`src/rtl/i8080_bus_cycle_if.sv`:
```
// i8080 machine-cycle bus bundle: control request side plus external
// system bus pins, grouped so the sequencer sees one port.
interface i8080_bus_cycle_if #(
  parameter int XLEN = 8
);
  logic              req;
  logic [2:0]        kind;
  logic [2*XLEN-1:0] addr;
  logic [XLEN-1:0]   wdata;
  logic              busy;
  logic              done;
  logic [XLEN-1:0]   rdata;
  logic [2*XLEN-1:0] a;
  logic [XLEN-1:0]   d_out;
  logic              d_oe;
  logic [XLEN-1:0]   d_in;
  logic              sync;
  logic              dbin;
  logic              wr_n;
  logic              ready;

  modport master (
    output req, kind, addr, wdata, d_in, ready,
    input  busy, done, rdata, a, d_out, d_oe, sync, dbin, wr_n
  );

  modport slave (
    input  req, kind, addr, wdata, d_in, ready,
    output busy, done, rdata, a, d_out, d_oe, sync, dbin, wr_n
  );
endinterface

```
`src/rtl/i8080_bus_cycle.sv`:
```
// i8080 machine-cycle sequencer: T1/T2/TW/T3 with READY waits,
// status byte in T1, read capture and write strobing.
module i8080_bus_cycle #(
  parameter int XLEN = 8
) (
  input logic              clk,
  input logic              rst,
  i8080_bus_cycle_if.slave bus
);

  typedef enum logic [2:0] {
    S_IDLE, S_T1, S_T2, S_TW, S_T3
  } state_t;

  state_t            state, state_nx;
  logic [2:0]        kind_q;
  logic [2*XLEN-1:0] addr_q;
  logic [XLEN-1:0]   wdata_q;
  logic [XLEN-1:0]   rdata_q;

  logic       accept;
  logic       in_data;
  logic       is_rd;
  logic       is_io;
  logic [7:0] status;

  assign accept  = bus.req &&
                   (state == S_IDLE || state == S_T3);
  assign in_data = (state == S_T2 || state == S_TW);

  always_comb begin
    status = 8'h00;
    is_rd  = 1'b0;
    is_io  = 1'b0;
    unique case (kind_q)
      3'd0: begin status = 8'hA2; is_rd = 1'b1; end
      3'd1: begin status = 8'h82; is_rd = 1'b1; end
      3'd2: status = 8'h00;
      3'd3: begin status = 8'h86; is_rd = 1'b1; end
      3'd4: status = 8'h04;
      3'd5: begin
        status = 8'h42;
        is_rd  = 1'b1;
        is_io  = 1'b1;
      end
      3'd6: begin status = 8'h10; is_io = 1'b1; end
      3'd7: begin status = 8'h23; is_rd = 1'b1; end
      default: status = 8'h00;
    endcase
  end

  always_comb begin
    state_nx = state;
    unique case (state)
      S_IDLE: if (accept) state_nx = S_T1;
      S_T1:   state_nx = S_T2;
      S_T2,
      S_TW:   state_nx = bus.ready ? S_T3 : S_TW;
      S_T3:   state_nx = accept ? S_T1 : S_IDLE;
      default: state_nx = S_IDLE;
    endcase
  end

  always_ff @(posedge clk or posedge rst) begin
    if (rst) begin
      state   <= S_IDLE;
      kind_q  <= '0;
      addr_q  <= '0;
      wdata_q <= '0;
      rdata_q <= '0;
    end else begin
      state <= state_nx;
      if (accept) begin
        kind_q  <= bus.kind;
        addr_q  <= bus.addr;
        wdata_q <= bus.wdata;
      end
      if (in_data && bus.ready && is_rd)
        rdata_q <= bus.d_in;
    end
  end

  // Write data stays on the bus from T2 through the T3 strobe.
  logic wr_drive;
  assign wr_drive = !is_rd &&
                    (in_data || state == S_T3);

  always_comb begin
    bus.busy  = (state != S_IDLE);
    bus.done  = (state == S_T3);
    bus.sync  = (state == S_T1);
    bus.dbin  = is_rd && in_data;
    bus.wr_n  = !(!is_rd && state == S_T3);
    bus.d_oe  = (state == S_T1) || wr_drive;
    bus.d_out = '0;
    if (state == S_T1)
      bus.d_out = XLEN'(status);
    else if (wr_drive)
      bus.d_out = wdata_q;
    bus.rdata = rdata_q;
    bus.a     = is_io ? {addr_q[XLEN-1:0], addr_q[XLEN-1:0]}
                      : addr_q;
  end

endmodule
```
`src/flat_wrapper.sv`:
```
// flat-port wrapper written by rule: the top's interface ports become plain ports
module i8080_bus_cycle_flat 
#(
  parameter int XLEN = 8
)
  (clk, rst, bus_req, bus_kind, bus_addr, bus_wdata, bus_d_in, bus_ready, bus_busy, bus_done, bus_rdata, bus_a, bus_d_out, bus_d_oe, bus_sync, bus_dbin, bus_wr_n);
  i8080_bus_cycle_if #(.XLEN(XLEN)) bus_i ();
  input logic clk;
  input logic rst;
  input wire logic [$bits(bus_i.req)-1:0] bus_req;
  input wire logic [$bits(bus_i.kind)-1:0] bus_kind;
  input wire logic [$bits(bus_i.addr)-1:0] bus_addr;
  input wire logic [$bits(bus_i.wdata)-1:0] bus_wdata;
  input wire logic [$bits(bus_i.d_in)-1:0] bus_d_in;
  input wire logic [$bits(bus_i.ready)-1:0] bus_ready;
  output wire logic [$bits(bus_i.busy)-1:0] bus_busy;
  output wire logic [$bits(bus_i.done)-1:0] bus_done;
  output wire logic [$bits(bus_i.rdata)-1:0] bus_rdata;
  output wire logic [$bits(bus_i.a)-1:0] bus_a;
  output wire logic [$bits(bus_i.d_out)-1:0] bus_d_out;
  output wire logic [$bits(bus_i.d_oe)-1:0] bus_d_oe;
  output wire logic [$bits(bus_i.sync)-1:0] bus_sync;
  output wire logic [$bits(bus_i.dbin)-1:0] bus_dbin;
  output wire logic [$bits(bus_i.wr_n)-1:0] bus_wr_n;
  assign bus_i.req = bus_req;
  assign bus_i.kind = bus_kind;
  assign bus_i.addr = bus_addr;
  assign bus_i.wdata = bus_wdata;
  assign bus_i.d_in = bus_d_in;
  assign bus_i.ready = bus_ready;
  assign bus_busy = bus_i.busy;
  assign bus_done = bus_i.done;
  assign bus_rdata = bus_i.rdata;
  assign bus_a = bus_i.a;
  assign bus_d_out = bus_i.d_out;
  assign bus_d_oe = bus_i.d_oe;
  assign bus_sync = bus_i.sync;
  assign bus_dbin = bus_i.dbin;
  assign bus_wr_n = bus_i.wr_n;
  i8080_bus_cycle #(.XLEN(XLEN)) u_core (.clk(clk), .rst(rst), .bus(bus_i));
endmodule
```
`config.mk`:
```
export PLATFORM = sky130hd
export DESIGN_NAME = i8080_bus_cycle_flat
export DESIGN_NICKNAME = d
export VERILOG_FILES = /design/src/rtl/i8080_bus_cycle_if.sv /design/src/rtl/i8080_bus_cycle.sv /design/src/flat_wrapper.sv
export SDC_FILE = /design/constraint.sdc
export NUM_CORES = 1
export LEC_CHECK = 0
export CAP_MARGIN = 20
export CELL_PAD_IN_SITES_DETAIL_PLACEMENT = 1
export CELL_PAD_IN_SITES_GLOBAL_PLACEMENT = 1
export CORE_MARGIN = 5
export CORE_UTILIZATION = 35
export DETAILED_ROUTE_END_ITERATION = 12
export GPL_TIMING_DRIVEN = 0
export PLACE_DENSITY = 0.89
export SYNTH_ARGS = -nofsm -noshare
export SYNTH_HDL_FRONTEND = slang
export SYNTH_SLANG_ARGS = --single-unit
```
`constraint.sdc`:
```
create_clock -name clk -period 2 [get_ports clk]
set_input_delay 0.2 -clock clk [delete_from_list [all_inputs] [get_ports clk]]
set_output_delay 0.2 -clock clk [all_outputs]
set_load 0.01 [all_outputs]
```
==> impl_metrics.ini <==
[flow_run]
cap_viol_max_count = 0

[cts]
clkLatencyLatePin_ns = 0.29
tritoncts = built
postCtsHoldBufs = 0
cts_bufs_inserted = 5
htree_levels = 2
clock_sink_count = 38
clk_root_buffer_cell = sky130_fd_sc_hd__clkbuf_8
clkTransAtPathRegs_ns = 0.07
clock_path_buffers = 2

[global_routing]
antenna_found_initial = 0
vias_in_the_first_global_route = 1658
grt.overflow.total = 0
grt_first_pass_wirelength_um = 8760
grt_start_max_net_pins = 39
grt_use_total = 0.155

[timing]
clock_skew_ns = 0.00510
slew_violations = 0
setup_tns_ns = -0.0856
period_share = 1.01
relSlewSlack = 0.457
rsz0062_at_grt = true
whs_ns = 0.385
finalHoldViolCount = 0
tightest_slew_ns = 0.814
setup_ws_final_ns = -0.0164
count_of_endpoints_failing_setup_in_the_final_report = 6
clock.fmax_mhz = 496
finalWorstPathRequiredPeriod_ns = 2.02

[synthesis]
mappedNetlistArea_um2 = 2000
synth_top_cell_area_share = 0.474
synth_seq_cells = 38
post_synth_main_area_contributors = sky130_fd_sc_hd__dfrtp_1 (47%), sky130_fd_sc_hd__mux2_4 (26%), sky130_fd_sc_hd__mux2_2 (4.5%)
syn_nets = 174
yosysTopAreaCell = sky130_fd_sc_hd__dfrtp_1
synth_sequential_area_ratio = 0.474
syn_avg_cell_area_um2 = 14.8
synth_cell_types = 32
ys_warn_count = 0
synth_cells = 135

[floorplan]
boundaryPins = 77
start_util = 0.362
die_width_um = 85.7
core_region_area_um2 = 5540
placementRows = 27
die_h_um = 85.7
die-area_um2 = 7340

[cells_and_area]
final_net_count = 278
drive_gt1_frac = 0.488
insertedDiodeCount = 0
flow.area_growth_from_synthesis_pct = 56.7
final_core_utilization = 0.567
layout.cell_area.non_filler_um2 = 3140

[critical_path]
crit_start = u_core.kind_q[1]$_DFFE_PP0P_
cp-start-kind = flop
rr_startpoint = u_core.state[1]$_DFFE_PP0P_
worst_ep_required_time_ns = 1.80
setup.worst_path.class = reg2out
path_max_fanout = 5
end_kind = output pin
timing.critical_path.arrival_ns = 1.82

[detailed_routing]
routed_wire_length_per_instance_um = 17.2
avgViaCountPerCell = 4.64
drt-pass1-iter-count = 4
drt.antenna.violating_nets = 0
drc_errors = 0
detailroute.via_count = 1448
drt_wl_total_um = 5380
drt-initial-drc-count = 42

[placed_design]
placement.cell_area_um2 = 2860
input_output_buffers = 76
place_congestion = 0.686
post-dp-hpwl_um = 3740

[outcome]
status = finished, violations left
failed_checks = negative setup slack

[power_and_ir_drop]
cellPowerDensity_nw_per_um2 = 1730
vdd_drop_max_uv = 771
power.leakage_nw = 1.48

[worst_hold_path]
worstHoldPathType = in2async
cell usage in the layout, fill, tap and decap left out, drive strengths merged, types with 2 or more instances in the layout:
| cell | Yosys | final |
|---|---|---|
| o21ai | 2 | 2 |
| dlygate4sd2 | 0 | 5 |
| a22o | 6 | 6 |
| mux2 | 43 | 43 |
| nor2 | 5 | 5 |
| dfrtp | 38 | 38 |
| inv | 3 | 3 |
| o21bai | 2 | 2 |
| nand2 | 2 | 2 |
| or3 | 2 | 2 |
| nor2b | 2 | 2 |
| and2 | 3 | 3 |
| clkdlybuf4s50 | 0 | 54 |
| buf | 15 | 48 |
| a21oi | 1 | 2 |
| clkbuf | 0 | 9 |
metrics by stage:
step	instances	setup slack (ns)	total power [mW]
after floorplan	135	0.479	3.24
after global routing	312	-0.0722	5.74
after CTS	310	-0.0151	5.42
after global placement	283	-0.110	4.38
final	312	-0.0164	5.42
after detailed placement	283	-0.151	4.50
timing repair:
item                                    in CTS  in global routing
gates resized for setup                     73                 16
endpoints found under the setup margin      20                 17
pin swaps                                    5                  3
buffers inserted                            18                  3
cloned                                       1                  0
routing by layer:
layer / GRT usage / vias to the layer above / part of all wire
met2: 0.282 / 49 / 0.53
met5: 0 / - / 0
met3: 0.0490 / 12 / 0.065
met1: 0.171 / 707 / 0.39
met4: 0.0475 / 0 / 0.022
li1: - / 680 / -
area by class of cell:
class                   count  area (um^2)
fillers                   576         2400
plain buffers              15          150
flip-flops and latches     38          953
clock buffers               6         82.6
repair buffers             96          915
well taps                  72         90.1
multi-input cells          80          927
clock inverters             2         12.5
inverters                   3         11.3
Yosys cell counts, drive strengths merged:
master and number:
mux2 43, dfrtp 38, buf 15, a22o 6, nor2 5, and2 3
inv 3, nand2 2, nor2b 2, o21ai 2, o21bai 2, or3 2
a211oi 1, a21oi 1, a32o 1, and3 1, and3b 1, nand2b 1
nand3 1, nand3b 1, nor3b 1, or2 1, or2b 1, or3b 1
cell families after synthesis:
group | count (synthesis) | synth area share
mux | 43 | 0.307
buf+inv | 18 | 0.0774
flops | 38 | 0.474
compound gates | 13 | 0.0668
simple gates | 23 | 0.0743
critical path: stages (launching register included):
cell and delay (ns):
sky130_fd_sc_hd__dfrtp_1 0.42, sky130_fd_sc_hd__buf_6 0.15, sky130_fd_sc_hd__nor2b_4 0.13, sky130_fd_sc_hd__o21ai_4 0.16, sky130_fd_sc_hd__buf_12 0.14, sky130_fd_sc_hd__buf_12 0.10, sky130_fd_sc_hd__mux2_4 0.29, sky130_fd_sc_hd__buf_6 0.12
final timing paths:
kind	endpoint	slack (ns)	cells after the start
min in group clk	u_core.addr_q[12]$_DFFE_PP0P_	0.51	2
max	bus_a[12]	-0.02	7
max in group asynchronous	u_core.state[2]$_DFFE_PP0P_	1.05	2
min reg2reg	u_core.bus.rdata[1]$_DFFE_PP0P_	0.51	1
max reg2reg	u_core.wdata_q[0]$_DFFE_PP0P_	0.24	7
min	u_core.bus.rdata[7]$_DFFE_PP0P_	0.38	2
report_power, final:
part           internal [mW]  switching, mW
registers               1.17          0.277
clock network          0.277          0.282
logic                   2.18           1.24
sequential cells by signal, summed over array words and instances, names as in the netlist:
register and cells:
u_core.addr_q 16, u_core.bus.rdata 8, u_core.wdata_q 8, u_core.kind_q 3, u_core.state 3
No activity file was read; power rests on OpenSTA's default activity.
